<file path="src/rtl/ram_seq_if.sv">
// Burst request, write-beat, read-return and RAM-port bundle for ram_seq.
// slave = sequencer view, master = requester/RAM view.
interface ram_seq_if #(
  parameter int AW = 8,
  parameter int DW = 64
);
  logic          req_valid;
  logic          req_ready;
  logic          req_wr;
  logic [AW-1:0] req_addr;
  logic [7:0]    req_len;

  logic [DW-1:0] wr_data;
  logic          wr_valid;
  logic          wr_ready;

  logic [DW-1:0] rd_data;
  logic          rd_valid;

  logic          busy;
  logic          done;

  logic          ram_cen;
  logic          ram_wen;
  logic [AW-1:0] ram_addr;
  logic [DW-1:0] ram_din;
  logic [DW-1:0] ram_dout;

  modport slave (
    input  req_valid, req_wr, req_addr, req_len, wr_data, wr_valid, ram_dout,
    output req_ready, wr_ready, rd_data, rd_valid, busy, done,
           ram_cen, ram_wen, ram_addr, ram_din
  );

  modport master (
    output req_valid, req_wr, req_addr, req_len, wr_data, wr_valid, ram_dout,
    input  req_ready, wr_ready, rd_data, rd_valid, busy, done,
           ram_cen, ram_wen, ram_addr, ram_din
  );
endinterface

</file>
<file path="src/rtl/ram_seq.sv">
// Burst sequencer driving a single-port sync RAM: 1 beat/cycle, writes throttled by wr_valid,
// reads return 3 cycles after acceptance with no backpressure; one burst in flight.
module ram_seq #(
  parameter int AW = 8,
  parameter int DW = 64
) (
  input  logic     clk,
  input  logic     rst_n,
  ram_seq_if.slave bus
);

  typedef enum logic [1:0] {IDLE, WRITE, READ, DRAIN} state_t;

  typedef struct packed {
    logic          cen;
    logic          wen;
    logic [AW-1:0] addr;
    logic [DW-1:0] din;
  } ram_cmd_t;

  state_t        state_q, state_d;
  logic [AW-1:0] addr_q, addr_d;
  logic [7:0]    cnt_q, cnt_d;
  logic          dir_q, dir_d;
  ram_cmd_t      cmd_q, cmd_d;
  logic [1:0]    pipe_q, pipe_d;
  logic [DW-1:0] rd_data_q, rd_data_d;
  logic          rd_valid_q, rd_valid_d;
  logic          done_q, done_d;
  logic          drain_empty;

  // Writes finish once the last command has been sampled by the RAM;
  // reads finish once no issued read is left in the first return stage.
  assign drain_empty = dir_q ? !cmd_q.cen : !pipe_q[0];

  always_comb begin
    state_d    = state_q;
    addr_d     = addr_q;
    cnt_d      = cnt_q;
    dir_d      = dir_q;
    cmd_d      = cmd_q;
    cmd_d.cen  = 1'b0;
    cmd_d.wen  = 1'b0;
    pipe_d     = {pipe_q[0], 1'b0};
    done_d     = 1'b0;
    rd_valid_d = pipe_q[1];
    rd_data_d  = pipe_q[1] ? bus.ram_dout : rd_data_q;

    unique case (state_q)
      IDLE: begin
        if (bus.req_valid) begin
          addr_d  = bus.req_addr;
          cnt_d   = bus.req_len;
          dir_d   = bus.req_wr;
          state_d = bus.req_wr ? WRITE : READ;
        end
      end
      WRITE: begin
        if (bus.wr_valid) begin
          cmd_d.cen  = 1'b1;
          cmd_d.wen  = 1'b1;
          cmd_d.addr = addr_q;
          cmd_d.din  = bus.wr_data;
          addr_d     = addr_q + AW'(1);
          cnt_d      = cnt_q - 8'd1;
          if (cnt_q == 8'd0) state_d = DRAIN;
        end
      end
      READ: begin
        cmd_d.cen  = 1'b1;
        cmd_d.wen  = 1'b0;
        cmd_d.addr = addr_q;
        pipe_d[0]  = 1'b1;
        addr_d     = addr_q + AW'(1);
        cnt_d      = cnt_q - 8'd1;
        if (cnt_q == 8'd0) state_d = DRAIN;
      end
      DRAIN: begin
        if (drain_empty) begin
          state_d = IDLE;
          done_d  = 1'b1;
        end
      end
      default: state_d = IDLE;
    endcase
  end

  always_ff @(posedge clk or negedge rst_n) begin
    if (!rst_n) begin
      state_q    <= IDLE;
      addr_q     <= '0;
      cnt_q      <= '0;
      dir_q      <= 1'b0;
      cmd_q      <= '0;
      pipe_q     <= '0;
      rd_data_q  <= '0;
      rd_valid_q <= 1'b0;
      done_q     <= 1'b0;
    end else begin
      state_q    <= state_d;
      addr_q     <= addr_d;
      cnt_q      <= cnt_d;
      dir_q      <= dir_d;
      cmd_q      <= cmd_d;
      pipe_q     <= pipe_d;
      rd_data_q  <= rd_data_d;
      rd_valid_q <= rd_valid_d;
      done_q     <= done_d;
    end
  end

  assign bus.req_ready = (state_q == IDLE);
  assign bus.wr_ready  = (state_q == WRITE);
  assign bus.busy      = (state_q != IDLE);
  assign bus.done      = done_q;
  assign bus.rd_data   = rd_data_q;
  assign bus.rd_valid  = rd_valid_q;
  assign bus.ram_cen   = cmd_q.cen;
  assign bus.ram_wen   = cmd_q.wen;
  assign bus.ram_addr  = cmd_q.addr;
  assign bus.ram_din   = cmd_q.din;

  a_wen_needs_cen: assert property (@(posedge clk) disable iff (!rst_n) cmd_q.wen |-> cmd_q.cen);
  a_done_in_idle:  assert property (@(posedge clk) disable iff (!rst_n) done_q |-> state_q == IDLE);

endmodule

</file>
<file path="src/flat_wrapper.sv">
// flat-port wrapper written by rule: the top's interface ports become plain ports
module ram_seq_flat 
#(
  parameter int AW = 8,
  parameter int DW = 64
)
  (clk, rst_n, bus_req_valid, bus_req_wr, bus_req_addr, bus_req_len, bus_wr_data, bus_wr_valid, bus_ram_dout, bus_req_ready, bus_wr_ready, bus_rd_data, bus_rd_valid, bus_busy, bus_done, bus_ram_cen, bus_ram_wen, bus_ram_addr, bus_ram_din);
  ram_seq_if #(.AW(AW), .DW(DW)) bus_i ();
  input  logic clk;
  input  logic rst_n;
  input wire logic [$bits(bus_i.req_valid)-1:0] bus_req_valid;
  input wire logic [$bits(bus_i.req_wr)-1:0] bus_req_wr;
  input wire logic [$bits(bus_i.req_addr)-1:0] bus_req_addr;
  input wire logic [$bits(bus_i.req_len)-1:0] bus_req_len;
  input wire logic [$bits(bus_i.wr_data)-1:0] bus_wr_data;
  input wire logic [$bits(bus_i.wr_valid)-1:0] bus_wr_valid;
  input wire logic [$bits(bus_i.ram_dout)-1:0] bus_ram_dout;
  output wire logic [$bits(bus_i.req_ready)-1:0] bus_req_ready;
  output wire logic [$bits(bus_i.wr_ready)-1:0] bus_wr_ready;
  output wire logic [$bits(bus_i.rd_data)-1:0] bus_rd_data;
  output wire logic [$bits(bus_i.rd_valid)-1:0] bus_rd_valid;
  output wire logic [$bits(bus_i.busy)-1:0] bus_busy;
  output wire logic [$bits(bus_i.done)-1:0] bus_done;
  output wire logic [$bits(bus_i.ram_cen)-1:0] bus_ram_cen;
  output wire logic [$bits(bus_i.ram_wen)-1:0] bus_ram_wen;
  output wire logic [$bits(bus_i.ram_addr)-1:0] bus_ram_addr;
  output wire logic [$bits(bus_i.ram_din)-1:0] bus_ram_din;
  assign bus_i.req_valid = bus_req_valid;
  assign bus_i.req_wr = bus_req_wr;
  assign bus_i.req_addr = bus_req_addr;
  assign bus_i.req_len = bus_req_len;
  assign bus_i.wr_data = bus_wr_data;
  assign bus_i.wr_valid = bus_wr_valid;
  assign bus_i.ram_dout = bus_ram_dout;
  assign bus_req_ready = bus_i.req_ready;
  assign bus_wr_ready = bus_i.wr_ready;
  assign bus_rd_data = bus_i.rd_data;
  assign bus_rd_valid = bus_i.rd_valid;
  assign bus_busy = bus_i.busy;
  assign bus_done = bus_i.done;
  assign bus_ram_cen = bus_i.ram_cen;
  assign bus_ram_wen = bus_i.ram_wen;
  assign bus_ram_addr = bus_i.ram_addr;
  assign bus_ram_din = bus_i.ram_din;
  ram_seq #(.AW(AW), .DW(DW)) u_core (.clk(clk), .rst_n(rst_n), .bus(bus_i));
endmodule
</file>
<file path="config.mk">
export PLATFORM = sky130hd
export DESIGN_NAME = ram_seq_flat
export DESIGN_NICKNAME = d
export VERILOG_FILES = /design/src/rtl/ram_seq_if.sv /design/src/rtl/ram_seq.sv /design/src/flat_wrapper.sv
export SDC_FILE = /design/constraint.sdc
export NUM_CORES = 1
export LEC_CHECK = 0
export CAP_MARGIN = 20
export CORE_MARGIN = 4
export CORE_UTILIZATION = 42
export CTS_BUF_LIST = sky130_fd_sc_hd__clkbuf_16
export CTS_CLUSTER_DIAMETER = 120
export DETAILED_ROUTE_END_ITERATION = 8
export PLACE_DENSITY_LB_ADDON = 0.05
export SLEW_MARGIN = 40
export SYNTH_ARGS = -nofsm -noshare
export SYNTH_HDL_FRONTEND = slang
export SYNTH_SLANG_ARGS = --single-unit
</file>
<file path="constraint.sdc">
create_clock -name clk -period 2.1 [get_ports clk]
set_input_delay 0.63 -clock clk [delete_from_list [all_inputs] [get_ports clk]]
set_output_delay 0.63 -clock clk [all_outputs]
set_load 0.02 [all_outputs]
</file>
==> results of run 1 <==
layout make-up:
type                       instances  area share
multi-input combinational        253       0.225
timing repair buffer             314       0.306
inverter                           9     0.00325
sequential                       161       0.388
clock buffer                      17      0.0410
clock inverter                    15      0.0146
tap                              188      0.0227
per-layer routing:
| layer | track usage | routed length, um |
|---|---|---|
| met5 | 0 | 9 |
| met4 | 0.0700 | 294 |
| met3 | 0.0885 | 1620 |
| met2 | 0.351 | 8880 |
| met1 | 0.234 | 6790 |
flip-flops by register name, indices dropped and copies added, names as in the netlist:
name and flops:
u_core.pipe_q 2, u_core.state_q 2, u_core.bus.ram_wen 1, u_core.bus.rd_valid 1
u_core.bus.ram_cen 1, u_core.bus.ram_din 64, u_core.cnt_q 8, u_core.dir_q 1
u_core.bus.rd_data 64, u_core.bus.ram_addr 8, u_core.bus.done 1, u_core.addr_q 8
cell families after synthesis:
family,Yosys count,synth area share
AO/OA/AOI/OAI,40,0.0438
AND/OR/NAND/NOR,66,0.0564
flip-flops,161,0.625
buffers and inverters,29,0.0182
adder cells (fa/ha/maj),9,0.0175
multiplexers,138,0.239
power by group:
group	switching (mW)	internal (mW)	total [mW]
logic	4.30	4.77	9.07
clock network	1.19	1.84	3.02
registers	0.888	4.69	5.57
layout by cell type (no fill, tap or decap), types with 4 or more instances in the layout:
cell,netlist,final
nor2_1,12,12
a21oi_1,6,6
o22ai_1,8,8
clkinv_2,0,4
clkbuf_16,0,17
dlymetal6s2s_1,0,6
o21ai_0,10,10
and4_1,4,4
nor3_1,5,5
nand3_1,5,5
mux2_2,130,130
a22o_1,8,8
dfrtp_1,161,160
buf_12,0,6
and3_1,4,4
nand2_1,12,11
mux2i_1,8,8
inv_1,9,10
nand2b_1,7,7
nor4_1,4,4
buf_4,0,17
clkdlybuf4s50_1,0,280
ha_1,9,7
path summary, 6_finish.rpt:
path | from | endpoint | slack [ns]
max in group asynchronous | rst_n | u_core.bus.ram_din[18] | 1.32
worst min-delay path | rst_n | u_core.bus.rd_data[45] | 0.15
min in group clk | u_core.pipe_q[0] | u_core.pipe_q[1] | 0.38
worst min register to register | u_core.pipe_q[0] | u_core.pipe_q[1] | 0.38
worst max register to register | u_core.state_q[0] | u_core.addr_q[4] | 0.17
worst max-delay path | u_core.bus.ram_din[47] | bus_ram_din[47] | 0.05
repair_timing:
action                     4_1_cts  5_1_grt
setup endpoints to repair        4        9
resized for setup               12       10
setup buffers                    1        1
metrics by stage:
| step | cells | hold slack [ns] | setup slack [ns] |
|---|---|---|---|
| 4_1_cts | 956 | 0.156 | -0.0385 |
| 3_3_place_gp | 923 | 0.360 | -0.120 |
| 5_1_grt | 957 | 0.170 | -0.00488 |
| 6_report | 957 | 0.146 | 0.0474 |
| 2_1_floorplan | 443 | 0.334 | 0.131 |
| 3_5_place_dp | 923 | 0.363 | -0.140 |
==> impl_results.md, run 1 <==
* Synth cell types at 34
* Fin. Hold Viols at 0
* Relative slew margins at 0.579
* GR Overflow Total at 0
* Final Wtd Congestion at 0.804
* Slowest stage delay, CP at 0.64 ns
* Synthesis-to-finish area growth at 60.9%
* Top delay family on crit path: buffers and inverters
* Slew Limit Fails at 0
* DP HPWL at 13.4 mm
* Top cells by count, synth: dfrtp_1 (161), mux2_2 (130), clkbuf_1 (13)
* Clock Latency Late Sink at 0.42 ns
* Final min period at 2.05 ns
* Initial core utilization at 0.426
* Root Buffer Master: clkbuf_16
* Synth top area share at 0.625
* Vias in the first global route at 5027
* Routed WL at 17.6 mm
* Slowest-stage cell, CP: clkdlybuf4s50_1
* H-Tree Depth at 4
* Detailed Routing Iterations Pass 1 at 4
* Die H at 132 um
* Reg clk slew, reported paths at 0.06 ns
* Final Power at 17.7 mW
* Most common cell in the netlist: dfrtp_1
* Worst Setup End Kind: primary output
* Max FO, Critical Path at 2
* Pin count of the biggest net entering global routing at 66
* CTS buffer count at 17
* FP Rows at 45
* Mapped Avg Cell Area at 14.6 um2
* Post-synthesis sequential area ratio at 0.625
* Remaining DRCs at 0
* Antenna violations before repair at 1
* Largest area contributor in the netlist: dfrtp_1
* Worst R2R Path Depth at 6
* Worst Hold Class: in2async
* Total die area at 0.0174 mm2
* Final nets at 914
* Vias per Instance at 4.94
* Post-DRT Antenna Nets at 0
* Number of synthesized flops with an enable pin at 0
* WS Path Type: reg2out
* Crit-path cells: clkdlybuf4s50_1
* CTS tree: yes
* Hold_buf cts at 0
* Num Clock Sinks at 161
* Max-cap violations at 0
* Leakage at 4.45 nW
* Stages on worst setup path at 1
* Netlist Area Pre-Place at 0.00645 mm2
* Clock Skews at 0.00684 ns
* Global-route wire length before repair at 27.9 mm
* Status: complete, no violations
* Final Setup Violations at 0
* Syn nets at 601
* Setup TNS at 0 ns
* Sequential Area at 0.00403 mm2
* Layout cells sized above 1 at 0.255
* Req. time, crit path at 1.47 ns
* Slew @ Worst Pin at 0.631 ns
* Fillers at 1109
* Via count at 4731
* # IOs at 292
* CTS max path bufs at 2
* Main area contributors after synthesis: dfrtp_1 (62%), mux2_2 (23%), ha_1 (1.7%)
* Dpl cell area at 0.00975 mm2
* Core Box Area at 0.0151 mm2
* Pwr/cell area at 1700 mW/mm2
* Worst VDD drop at 0.973 mV
* Gr usage total at 0.206
* Iteration-0 DRC count of the detailed router at 123
* Number of buffers inserted by port buffering at 291
* Yosys warns at 0
* Critical path arrival at 1.42 ns
* Critical Path Start Type: flop
* DIE WIDTH at 132 um
* Asr flop ratio synth at 1.00
* Fmax at 487 MHz
* WP buf/inv at 1
* Synth Flop Type: dfrtp_1
* Cell area after layout at 0.0104 mm2
* Number of diodes at 0
* Final Util at 0.685
* Detail-routed net length per standard cell at 18.4 um
* Post-Synthesis Cells at 443
* Multi-input logic area at 0.00233 mm2
* Flops & latches, synth at 161
* Crit share post-route at 0.977
No activity file was read; power rests on OpenSTA's default activity.
==> run 2: changes to the inputs <==
--- a/config.mk
+++ b/config.mk
@@ -12,6 +12,7 @@
 export CTS_CLUSTER_DIAMETER = 120
 export DETAILED_ROUTE_END_ITERATION = 8
 export PLACE_DENSITY_LB_ADDON = 0.05
+export SKIP_CTS_REPAIR_TIMING = 1
 export SLEW_MARGIN = 40
 export SYNTH_ARGS = -nofsm -noshare
 export SYNTH_HDL_FRONTEND = slang
==> impl_results.md, run 2 (synthesized netlist as in run 1, its figures left out) <==
* Pin count of the biggest net entering global routing at 66 (unchanged)
* Number of buffers inserted by port buffering at 291 (unchanged)
* Final nets at 912 (-0.22%)
* Crit share post-route at 0.978 (about the same)
* Worst VDD drop at 0.932 mV (-4.2%)
* Clock Latency Late Sink at 0.42 ns (about the same)
* Post-DRT Antenna Nets at 0 (unchanged)
* Die H at 132 um (unchanged)
* CTS tree: yes
* Via count at 4716 (-0.32%)
* Detailed Routing Iterations Pass 1 at 4 (unchanged)
* Final min period at 2.05 ns (+0.00151 ns)
* Crit-path cells: clkdlybuf4s50_1
* DIE WIDTH at 132 um (unchanged)
* Reg-to-reg setup timing slack at 0.17 ns (about the same)
* Reg clk slew, reported paths at 0.06 ns (about the same)
* Root Buffer Master: clkbuf_16
* # IOs at 292 (unchanged)
* Antenna violations before repair at 1 (unchanged)
* Clock Skews at 0.00675 ns (-0.0000882 ns)
* Status: complete, no violations
* Global-route wire length before repair at 27.8 mm (-0.35%)
* Slew @ Worst Pin at 0.635 ns (+0.00425 ns)
* Final hold slack at 0.145 ns (-0.000572 ns)
* Pwr/cell area at 1700 mW/mm2 (-0.13%)
* Number of diodes at 0 (unchanged)
* Layout cells sized above 1 at 0.252 (-0.00325)
* CTS buffer count at 17 (unchanged)
* Max FO, Critical Path at 2 (unchanged)
* Cell area after layout at 0.0103 mm2 (-0.33%)
* Synthesis-to-finish area growth at 60.4%
* WS Path Type: reg2out
* Final Power at 17.6 mW (-0.45%)
* Iteration-0 DRC count of the detailed router at 135 (+9.8%)
* Num Clock Sinks at 161 (unchanged)
* Relative slew margins at 0.576 (-0.00284)
* Crit Reg-Reg Endpoint: u_core.addr_q[4]
* Max-cap violations at 0 (unchanged)
* Fin. Hold Viols at 0 (unchanged)
* Vias per Instance at 4.94 (-0.11%)
* Vias in the first global route at 5022 (-0.099%)
* H-Tree Depth at 4 (unchanged)
* Slowest-stage cell, CP: clkdlybuf4s50_1
* Worst R2R Path Depth at 6 (unchanged)
* Detail-routed net length per standard cell at 18.4 um (about the same)
* Worst Setup End Kind: primary output
* CTS max path bufs at 2 (unchanged)
* WP buf/inv at 1 (unchanged)
* Critical Path Start Type: flop
* GR Overflow Total at 0 (unchanged)
* Gr usage total at 0.206 (-0.000739)
* Most common cell after layout, fill and taps aside: clkdlybuf4s50_1
* Critical R2R Launch: u_core.state_q[0]
* FP Rows at 45 (unchanged)
* Slowest stage delay, CP at 0.64 ns (about the same)
* Leakage at 4.45 nW (about the same)
* Top delay family on crit path: buffers and inverters
* Remaining DRCs at 0 (unchanged)
* Initial core utilization at 0.426 (unchanged)
* Total die area at 0.0174 mm2 (unchanged)
* Req. time, crit path at 1.47 ns (about the same)
* Most frequent cells in the layout: clkdlybuf4s50_1 (280), dfrtp_1 (160), mux2_2 (130)
* Slew Limit Fails at 0 (unchanged)
* Fillers at 1118 (+0.81%)
* Non-Filler Instances at 955 (-0.21%)
* Dpl cell area at 0.00975 mm2 (unchanged)
* Fmax at 487 MHz (about the same)
* Core Box Area at 0.0151 mm2 (unchanged)
* Final Setup Violations at 0 (unchanged)
* Setup TNS at 0 ns (unchanged)
* RSZ-0062 raised after global routing: yes
* DP HPWL at 13.4 mm (unchanged)
* Routed WL at 17.5 mm (-0.26%)
* Worst Hold Class: in2async
* Final Wtd Congestion at 0.804 (unchanged)
* Post-placement cell count at 923 (unchanged)
* Critical path arrival at 1.42 ns (about the same)
-- run 2: power by group --
group          switching, mW  internal [mW]
registers              0.898           4.69
logic                   4.27           4.71
clock network           1.19           1.84
-- run 2: through the flow --
stage                     setup WS (ns)   util
after global placement           -0.120  0.644
after global routing           -0.00506  0.683
after floorplan                   0.131      -
after CTS                        -0.461  0.682
after detailed placement         -0.140  0.644
final                            0.0459  0.683
-- run 2: worst max path at each step --
stage / slack, ns / depth (start not counted) / endpoint / start
3_5_place_dp: -0.14 / 5 / u_core.addr_q[4] / bus_wr_valid
5_1_grt: -0.005 / 4 / bus_busy / u_core.state_q[1]
2_1_floorplan: 0.13 / 7 / u_core.addr_q[6] / u_core.state_q[1]
3_3_place_gp: -0.12 / 5 / u_core.addr_q[4] / bus_wr_valid
6_report: 0.05 / 1 / bus_ram_din[47] / u_core.bus.ram_din[47]
4_1_cts: -0.46 / 3 / bus_wr_ready / u_core.state_q[1]
-- run 2: final cells by class --
type                    instances  area (um2)  area share
flip-flops and latches        161        4030       0.390
multi-input cells             253        2320       0.224
clock inverters                15         151      0.0146
repair buffers                312        3150       0.304
clock buffers                  17         425      0.0411
well taps                     188         235      0.0227
inverters                       9        33.8     0.00327
-- run 2: routing by layer --
metal | vias to the layer above | part of all wire | global-route usage
met4 | 2 | 0.017 | 0.0700
li1 | 2215 | - | -
met5 | - | 0.00051 | 0
met1 | 2284 | 0.39 | 0.233
met3 | 21 | 0.093 | 0.0885
met2 | 194 | 0.50 | 0.349
==> run 3: changes to the inputs <==
--- a/config.mk
+++ b/config.mk
@@ -7,7 +7,7 @@
 export LEC_CHECK = 0
 export CAP_MARGIN = 20
 export CORE_MARGIN = 4
-export CORE_UTILIZATION = 42
+export CORE_UTILIZATION = 39
 export CTS_BUF_LIST = sky130_fd_sc_hd__clkbuf_16
 export CTS_CLUSTER_DIAMETER = 120
 export DETAILED_ROUTE_END_ITERATION = 8
==> impl_results.md, run 3 (synthesized netlist as in run 1, its figures left out) <==
* H-Tree Depth at 4 (unchanged)
* Final Setup Violations at 0 (unchanged)
* Place WS at -0.112 ns (+0.0281 ns)
* Critical path arrival at 1.42 ns (about the same)
* Slew @ Worst Pin at 0.462 ns (-0.173 ns)
* Max FO, Critical Path at 2 (unchanged)
* Number of diodes at 0 (unchanged)
* Initial core utilization at 0.402 (-0.0242)
* Total die area at 0.0187 mm2 (+7.2%)
* CTS buffer count at 17 (unchanged)
* WL met3 at 1.82 mm (+11%)
* Most frequent cells in the layout: clkdlybuf4s50_1 (283), dfrtp_1 (160), mux2_2 (130)
* Vias per Instance at 4.81 (-2.7%)
* Fmax at 488 MHz (+0.16%)
* Max Used Layer: met5
* Final min period at 2.05 ns (-0.00332 ns)
* GR Overflow Total at 0 (unchanged)
* Iteration-0 DRC count of the detailed router at 115 (-15%)
* Setup WS post-layout at 0.0492 ns (+0.00332 ns)
* Logic pwr share at 0.513 (+0.002)
* Final nets at 916 (+0.44%)
* Slowest stage delay, CP at 0.64 ns (about the same)
* Detail-routed net length per standard cell at 18.0 um (-1.9%)
* RSZ-0062 raised after global routing: no
* Layout cells sized above 1 at 0.255 (+0.00292)
* Final hold slack at 0.131 ns (-0.0146 ns)
* Die H at 137 um (+3.5%)
* Pwr/cell area at 1700 mW/mm2 (+0.14%)
* Max-cap violations at 0 (unchanged)
* Critical Path Start Type: flop
* Final Wtd Congestion at 0.812 (+0.95%)
* Post-DRT Antenna Nets at 0 (unchanged)
* Worst Setup End Kind: primary output
* Clock Skews at 0.0129 ns (+0.00610 ns)
* Via count at 4738 (+0.47%)
* Slowest-stage cell, CP: clkdlybuf4s50_1
* Relative slew margins at 0.692 (+0.116)
* CTS max path bufs at 2 (unchanged)
* Crit-path cells: clkdlybuf4s50_1
* Crit path launch: u_core.bus.ram_din[42]
* CTS tree: yes
* Synthesis-to-finish area growth at 61.2%
* Worst VDD drop at 0.814 mV (-13%)
* Clock Latency Late Sink at 0.43 ns (about the same)
* WS Path Type: reg2out
* Pin count of the biggest net entering global routing at 52 (-21%)
* Critical R2R Launch: u_core.cnt_q[5]
* Fin. Hold Viols at 0 (unchanged)
* Leakage at 4.43 nW (-0.29%)
* Worst Hold Class: in2async
* Top delay family on crit path: buffers and inverters
* Internal at 11.3 mW (+0.83%)
* Core Box Area at 0.0161 mm2 (+6.0%)
* Remaining DRCs at 0 (unchanged)
* Antenna violations before repair at 1 (unchanged)
* DIE WIDTH at 137 um (+3.5%)
* WL met1 at 6.77 mm (-0.16%)
* DP HPWL at 13.7 mm (+2.1%)
* Fillers at 1217 (+8.9%)
* Setup TNS at 0 ns (unchanged)
* Detailed Routing Iterations Pass 1 at 4 (unchanged)
* Req. time, crit path at 1.47 ns (about the same)
* Crit share post-route at 0.977 (-0.00158)
* Seq pwr share at 0.316 (about the same)
* Clock network power share at 0.171 (about the same)
* Crit Reg-Reg Endpoint: u_core.state_q[1]
* Most common cell after layout, fill and taps aside: clkdlybuf4s50_1
* Status: complete, no violations
* Switch Pwr at 6.38 mW (+0.30%)
* Switching fraction of total power at 0.361 (-0.00121)
* WL met2 at 8.83 mm (unchanged)
* Number of buffers inserted by port buffering at 291 (unchanged)
* Global-route wire length before repair at 27.1 mm (-2.5%)
* Routed WL at 17.8 mm (+1.3%)
* Root Buffer Master: clkbuf_16
* # IOs at 292 (unchanged)
* Worst R2R Path Depth at 4 (-2)
* WP buf/inv at 1 (unchanged)
* FP Rows at 46 (+2.2%)
* Reg-to-reg setup timing slack at 0.24 ns (+0.07 ns)
* Reg clk slew, reported paths at 0.07 ns (about the same)
* Slew Limit Fails at 0 (unchanged)
* Gr usage total at 0.190 (-0.0155)
* Vias in the first global route at 4981 (-0.82%)
* Num Clock Sinks at 161 (unchanged)
-- run 3: through the flow --
| step | instances | utilization | power, mW | instance area, um2 |
|---|---|---|---|---|
| 2_1_floorplan | 443 | - | 10.4 | 6450 |
| 5_1_grt | 986 | 0.647 | 18.7 | 10400 |
| 4_1_cts | 986 | 0.646 | 17.9 | 10400 |
| 6_report | 986 | 0.647 | 17.7 | 10400 |
| 3_3_place_gp | 955 | 0.611 | 14.6 | 9800 |
| 3_5_place_dp | 955 | 0.611 | 14.8 | 9800 |
-- run 3: area by class of cell --
cell class,count,area (um2),area share
flip-flops and latches,161,4030,0.388
repair buffers,316,3170,0.305
multi-input cells,253,2320,0.223
clock buffers,17,425,0.0409
well taps,216,270,0.0260
clock inverters,14,150,0.0144
inverters,9,33.8,0.00325
-- run 3: power groups by stage --
stage	registers (mW)	clock network (mW)	logic (mW)
floorplan	7.18	0	3.21
global placement	5.56	0	9.01
detailed placement	5.65	0	9.15
CTS	5.60	3.12	9.18
global route	5.80	3.24	9.69
finish	5.59	3.03	9.09
-- run 3: worst max path at each step --
stage	endpoint	cells after the start
6_report	bus_ram_din[42]	1
5_1_grt	bus_ram_addr[7]	1
4_1_cts	bus_req_ready	3
3_5_place_dp	u_core.addr_q[6]	6
3_3_place_gp	u_core.addr_q[6]	6
2_1_floorplan	u_core.addr_q[6]	7
-- run 3: routing by layer --
layer	global-route usage	vias to the layer above
met2	0.319	203
met3	0.0838	27
met4	0.0582	2
met1	0.219	2279
li1	-	2227
met5	0	-
